`config.mk`:
```
export PLATFORM = sky130hd
export DESIGN_NAME = retire_monitor
export DESIGN_NICKNAME = d
export VERILOG_FILES = /design/src/rtl/retire_monitor.sv
export SDC_FILE = /design/constraint.sdc
export NUM_CORES = 1
export LEC_CHECK = 0
export ABC_AREA = 1
export CELL_PAD_IN_SITES_DETAIL_PLACEMENT = 0
export CELL_PAD_IN_SITES_GLOBAL_PLACEMENT = 1
export CORE_MARGIN = 5
export CORE_UTILIZATION = 49
export CTS_CLUSTER_SIZE = 40
export DETAILED_ROUTE_END_ITERATION = 10
export PLACE_DENSITY = 0.9
export SYNTH_ARGS = -nofsm -noshare
export SYNTH_HDL_FRONTEND = slang
export SYNTH_SLANG_ARGS = --single-unit
```
`constraint.sdc`:
```
create_clock -name clk -period 6.6 [get_ports clk]
set_clock_uncertainty 0.2 [all_clocks]
set_input_delay 1.98 -clock clk [delete_from_list [all_inputs] [get_ports clk]]
set_output_delay 1.98 -clock clk [all_outputs]
set_load 0.05 [all_outputs]
```
`src/rtl/retire_monitor.sv`:
```
// retire_monitor -- captures register-writeback retire events from a core's
// debug port into a trace FIFO, counts cycles/retires/drops, and halts the run
// either on a designated halt instruction or when a cycle budget runs out.
//
// Parameters
//   DEPTH       trace FIFO entries (power of two, >= 2)
//   MAX_CYCLES  cycle budget before a forced halt
//   HALT_INSTR  instruction word that ends the run (default: ebreak)
//
// Ports
//   clk, rst_n                      clock, asynchronous active-low reset
//   debug_pc/instr/rd/rd_wdata/rd_we  core retire/debug interface
//   trace_valid/trace_ready         head-of-FIFO handshake
//   trace_pc/trace_rd/trace_wdata   head entry fields (zero when empty)
//   cycle_count, instr_count        cycles spent in RUN, retire events seen
//   drop_count, overflow            saturating drop counter, sticky drop flag
//   halt_cause                      0 none, 1 halt instruction, 2 cycle budget
//   done                            halted and FIFO fully drained
module retire_monitor #(
  parameter int          DEPTH      = 16,
  parameter int          MAX_CYCLES = 10000,
  parameter logic [31:0] HALT_INSTR = 32'h00100073
) (
  input  logic        clk,
  input  logic        rst_n,
  input  logic [31:0] debug_pc,
  input  logic [31:0] debug_instr,
  input  logic [4:0]  debug_rd,
  input  logic [31:0] debug_rd_wdata,
  input  logic        debug_rd_we,
  output logic        trace_valid,
  input  logic        trace_ready,
  output logic [31:0] trace_pc,
  output logic [4:0]  trace_rd,
  output logic [31:0] trace_wdata,
  output logic [31:0] cycle_count,
  output logic [31:0] instr_count,
  output logic [15:0] drop_count,
  output logic        overflow,
  output logic [1:0]  halt_cause,
  output logic        done
);

  localparam int AW = $clog2(DEPTH);

  localparam logic [1:0] S_RUN   = 2'd0;
  localparam logic [1:0] S_DRAIN = 2'd1;
  localparam logic [1:0] S_DONE  = 2'd2;

  localparam logic [1:0] CAUSE_HALT   = 2'd1;
  localparam logic [1:0] CAUSE_BUDGET = 2'd2;

  // Budget fires on the cycle whose increment makes cycle_count reach MAX_CYCLES.
  localparam logic [31:0] LAST_CYCLE = 32'(MAX_CYCLES - 1);

  logic [1:0]    state, state_nxt;

  // Pointers carry one extra bit so full and empty can be told apart when
  // the index bits are equal.
  logic [AW:0]   wr_ptr, rd_ptr;
  logic [AW-1:0] wr_idx, rd_idx;

  logic [31:0]   mem_pc    [DEPTH];
  logic [4:0]    mem_rd    [DEPTH];
  logic [31:0]   mem_wdata [DEPTH];

  logic empty, full, in_run, retire, pop, push, drop;
  logic halt_hit, budget_hit;

  assign wr_idx = wr_ptr[AW-1:0];
  assign rd_idx = rd_ptr[AW-1:0];
  assign empty  = (wr_ptr == rd_ptr);
  assign full   = (wr_idx == rd_idx) && (wr_ptr[AW] != rd_ptr[AW]);

  assign in_run     = (state == S_RUN);
  assign retire     = in_run && debug_rd_we && (debug_rd != 5'd0);
  assign pop        = !empty && trace_ready;
  // A full FIFO still accepts a push when the head leaves in the same cycle;
  // the write lands in the slot being vacated.
  assign push       = retire && (!full || pop);
  assign drop       = retire && full && !pop;
  assign halt_hit   = in_run && (debug_instr == HALT_INSTR);
  assign budget_hit = in_run && (cycle_count == LAST_CYCLE);

  // NOTE: every variable assigned in an always_comb gets a default first, so
  // no path leaves it unassigned and no latch is inferred.
  always_comb begin
    state_nxt = state;
    case (state)
      S_RUN:   if (halt_hit || budget_hit) state_nxt = S_DRAIN;
      S_DRAIN: if (empty)                  state_nxt = S_DONE;
      S_DONE:                              state_nxt = S_DONE;
      default:                             state_nxt = S_RUN;
    endcase
  end

  // NOTE: sequential state uses non-blocking assignments so every register
  // sees the pre-edge values of the others, regardless of statement order.
  always_ff @(posedge clk or negedge rst_n) begin
    if (!rst_n) begin
      state       <= S_RUN;
      wr_ptr      <= '0;
      rd_ptr      <= '0;
      cycle_count <= '0;
      instr_count <= '0;
      drop_count  <= '0;
      overflow    <= 1'b0;
      halt_cause  <= 2'd0;
    end else begin
      state <= state_nxt;
      if (push) wr_ptr <= wr_ptr + 1'b1;
      if (pop)  rd_ptr <= rd_ptr + 1'b1;

      if (in_run) begin
        cycle_count <= cycle_count + 32'd1;
        if (retire) instr_count <= instr_count + 32'd1;
        if (halt_hit)        halt_cause <= CAUSE_HALT;
        else if (budget_hit) halt_cause <= CAUSE_BUDGET;
      end

      if (drop) begin
        overflow <= 1'b1;
        if (drop_count != 16'hFFFF) drop_count <= drop_count + 16'd1;
      end
    end
  end

  // NOTE: the storage array has no reset; validity is carried entirely by the
  // pointers, and the outputs below are masked while the FIFO is empty.
  always_ff @(posedge clk) begin
    if (push) begin
      mem_pc[wr_idx]    <= debug_pc;
      mem_rd[wr_idx]    <= debug_rd;
      mem_wdata[wr_idx] <= debug_rd_wdata;
    end
  end

  // Head is read straight from storage, so a new entry appears only after the
  // write pointer has moved past it (no same-cycle bypass).
  assign trace_valid = !empty;
  assign trace_pc    = trace_valid ? mem_pc[rd_idx]    : 32'd0;
  assign trace_rd    = trace_valid ? mem_rd[rd_idx]    : 5'd0;
  assign trace_wdata = trace_valid ? mem_wdata[rd_idx] : 32'd0;
  assign done        = (state == S_DONE);

endmodule

```
==> implementation parameters <==
Parameter                              Value

Status
  Result of the run    complete, no violations

Die
  Overall die area    0.108 mm2
  Rows    116
  Top-Level Pins    259
  Core ar.    0.100 mm2
  Die span in x    328 um
  Initial cell density of the core    49.5%
  Die Height    328 um

Global route
  Number of global-route vias before repair    31500
  Global router's overall resource usage    21.7%
  Met2 demand-to-capacity share in global routing    36.6%
  Met1 track demand over resource    29.5%
  Busiest metal layer after global routing    met2
  Number of antenna violations at the first check in global routing    8
  Met3 Use GR    3.86%
  Wire length of the first global-routing pass    183000 um
  Overall overflow remaining after global route    0
  Pin count of the biggest net entering global routing    239

Routing
  Aggregate routed wire length    120000 um
  Final ANT Viol Nets    0
  DRC viols    0
  Vias    32700
  Initial DRC count    3417
  Final routed wire length divided by cell count    20.2 um
  Router iterations before antenna repair    5
  Post-DR vias/cell    5.52

Power and ir drop
  Ratio of total power to cell area    447 mW/mm2
  Leakage power of the design    19.7 nW
  Max rail drop VDD    0.407 mV

Yosys
  Number of register bits inferred by synthesis    1199
  Sequential area share after synthesis    71.6%
  Cell accounting for the most synthesized area    edfxtp_1
  Total number of yosys warnings    0
  Number of distinct standard cells referenced by the synthesized netlist    35
  Mapped cell area    0.0496 mm2
  Area share of the leading cell type in the synthesized netlist    66.8%
  Number of cells produced by synthesis    4260
  Post-Syn Area per Cell    11.6 um2
  Leading cell types by total area after synthesis    edfxtp_1, nor2_1, dfrtp_1
  Post-synth net total    4377

Cells and area
  Number of inserted filler cells in the final layout    7886
  Share of layout cells above drive strength 1    7.25%
  Most common cell after layout, fill and taps aside    edfxtp_1
  Area overhead of the layout relative to synthesis    15.6%
  # nets final    4584
  Most frequent cells in the layout    edfxtp_1, nor2_1, nand2_1

CTS
  Hold buffer count at cts    0
  Cts bufs inserted    116
  Clock Path Buffers    3
  Setup bufs post-CTS    0
  Number of gates resized after CTS    0
  Reg clk slew, reported paths    0.06 ns
  TritonCTS clock tree    done
  Number of clock sinks    1199
  Root buffer cell    clkbuf_16
  # H-tree levels    3
  Latest clock arrival within the worst-skew pair    0.69 ns

Worst hold path
  Min-delay worst type    flip-flop to flip-flop
  Source of the worst hold timing path    overflow

Timing
  Final critical-path share of the clock period    94.3%
  Highest achievable clock rate    161 MHz
  Max-slew violations    0
  Slew headroom    17.8%
  Setup Total Neg Slack    0 ns
  Slew of the pin with the lowest slew margin    1.23 ns
  Worst Hold Slack    0.273 ns
  Post-layout min period    6.22 ns
  Setup repair after global routing missed its margin    false
  Final setup violation count    0
  Hold Violations, Final    0

Critical path
  Beginning of the worst register-to-register path    state[1]
  Worst Path Max Fanout    75
  Arrival time of the worst setup path    4.04 ns
  Type of the worst setup path    flip-flop to primary output
  Kind of end point of the critical path    primary output
  Register-to-Register Setup Slack    2.89 ns
  Crit. Startpoint    rd_ptr[0]
  Endpoint required time on the critical path    4.42 ns
  Kind of start point of the critical path    flip-flop

Placed design
  Post-DP HPWL    67100 um
  RD Place Congestion    0.816
  Count of buffers from port buffering    258

Job
  Max-cap check violation count    0
## per-stage QoR
step	util, %	cells	worst slack [ns]	total power [mW]	cell area [um2]
2_1_floorplan	-	4260	0.262	16.1	49600
4_1_cts	57.2	5923	0.307	25.8	57300
5_1_grt	57.2	5928	0.191	26.9	57400
3_5_place_dp	53.3	5706	1.10	19.1	53500
6_report	57.2	5930	0.377	25.7	57400
3_3_place_gp	53.3	5706	1.12	19.0	53500
## critical path, stage by stage (launching register included)
cell and delay, ns:
dfrtp_4 0.54, inv_8 0.32, buf_4 0.70, nor2_1 0.13, o211ai_1 0.24, nand3_1 0.22, a21oi_1 0.33, clkdlybuf4s50_1 0.87
## Yosys cell counts, drive strengths merged
cell,count
buf,121
clkbuf,115
or2,2
o21ai,701
edfxtp,1104
xor2,46
nand3b,15
nand4,26
nor2,965
clkinv,2
dfrtp,95
a21oi,70
inv,172
a21boi,1
nor4,2
nor3,26
nand3,123
nand2,506
xnor2,18
ha,12
o211ai,138
## registers in the layout, summed over array words and instances (netlist names), 5 cells and up
register / cells
wr_ptr: 5
drop_count: 16
mem_pc: 512
mem_rd: 80
instr_count: 32
rd_ptr: 5
mem_wdata: 512
cycle_count: 32
## final cells by class
cell class	count	area [um2]	area share [%]
Antenna cell	7	17.5	0.0305
Clock inverter	77	803	1.40
Clock buffer	140	3060	5.33
Multi-Input combinational cell	2651	12400	21.6
Timing Repair Buffer	325	3190	5.56
Tap cell	1357	1700	2.96
Sequential cell	1199	35500	62.0
Inverter	174	664	1.16
## layer usage
| metal | vias to the layer above | wire length (um) |
|---|---|---|
| li1 | 15400 | - |
| met1 | 16000 | 49500 |
| met2 | 1168 | 58600 |
| met3 | 171 | 8770 |
| met4 | 2 | 2780 |
| met5 | - | 12 |
## final timing paths
| kind | end | depth (start not counted) |
|---|---|---|
| worst max-delay path | trace_wdata[17] | 7 |
| worst min-delay path | overflow | 1 |
| worst max register to register | mem_pc[8][0] | 11 |
| worst min register to register | overflow | 1 |
| max in group asynchronous | instr_count[26] | 2 |
| min in group asynchronous | cycle_count[23] | 1 |
## logic make-up after synthesis
kind of cell | share of synthesized area (%)
AOI/OAI and AO/OA | 9.91
and+or+nand+nor | 13.4
DFF | 71.6
xor gates and xnor gates | 1.13
buffers and inverters | 3.64
adders and majority gates | 0.303
## report_power, final
part | total (mW) | switching, mW | internal (mW)
Clock | 6.67 | 2.78 | 3.89
Combinational | 9.72 | 7.05 | 2.67
Sequential | 9.27 | 0.253 | 9.01
Total | 25.7 | 10.1 | 15.6
No activity file was read; power rests on OpenSTA's default activity.
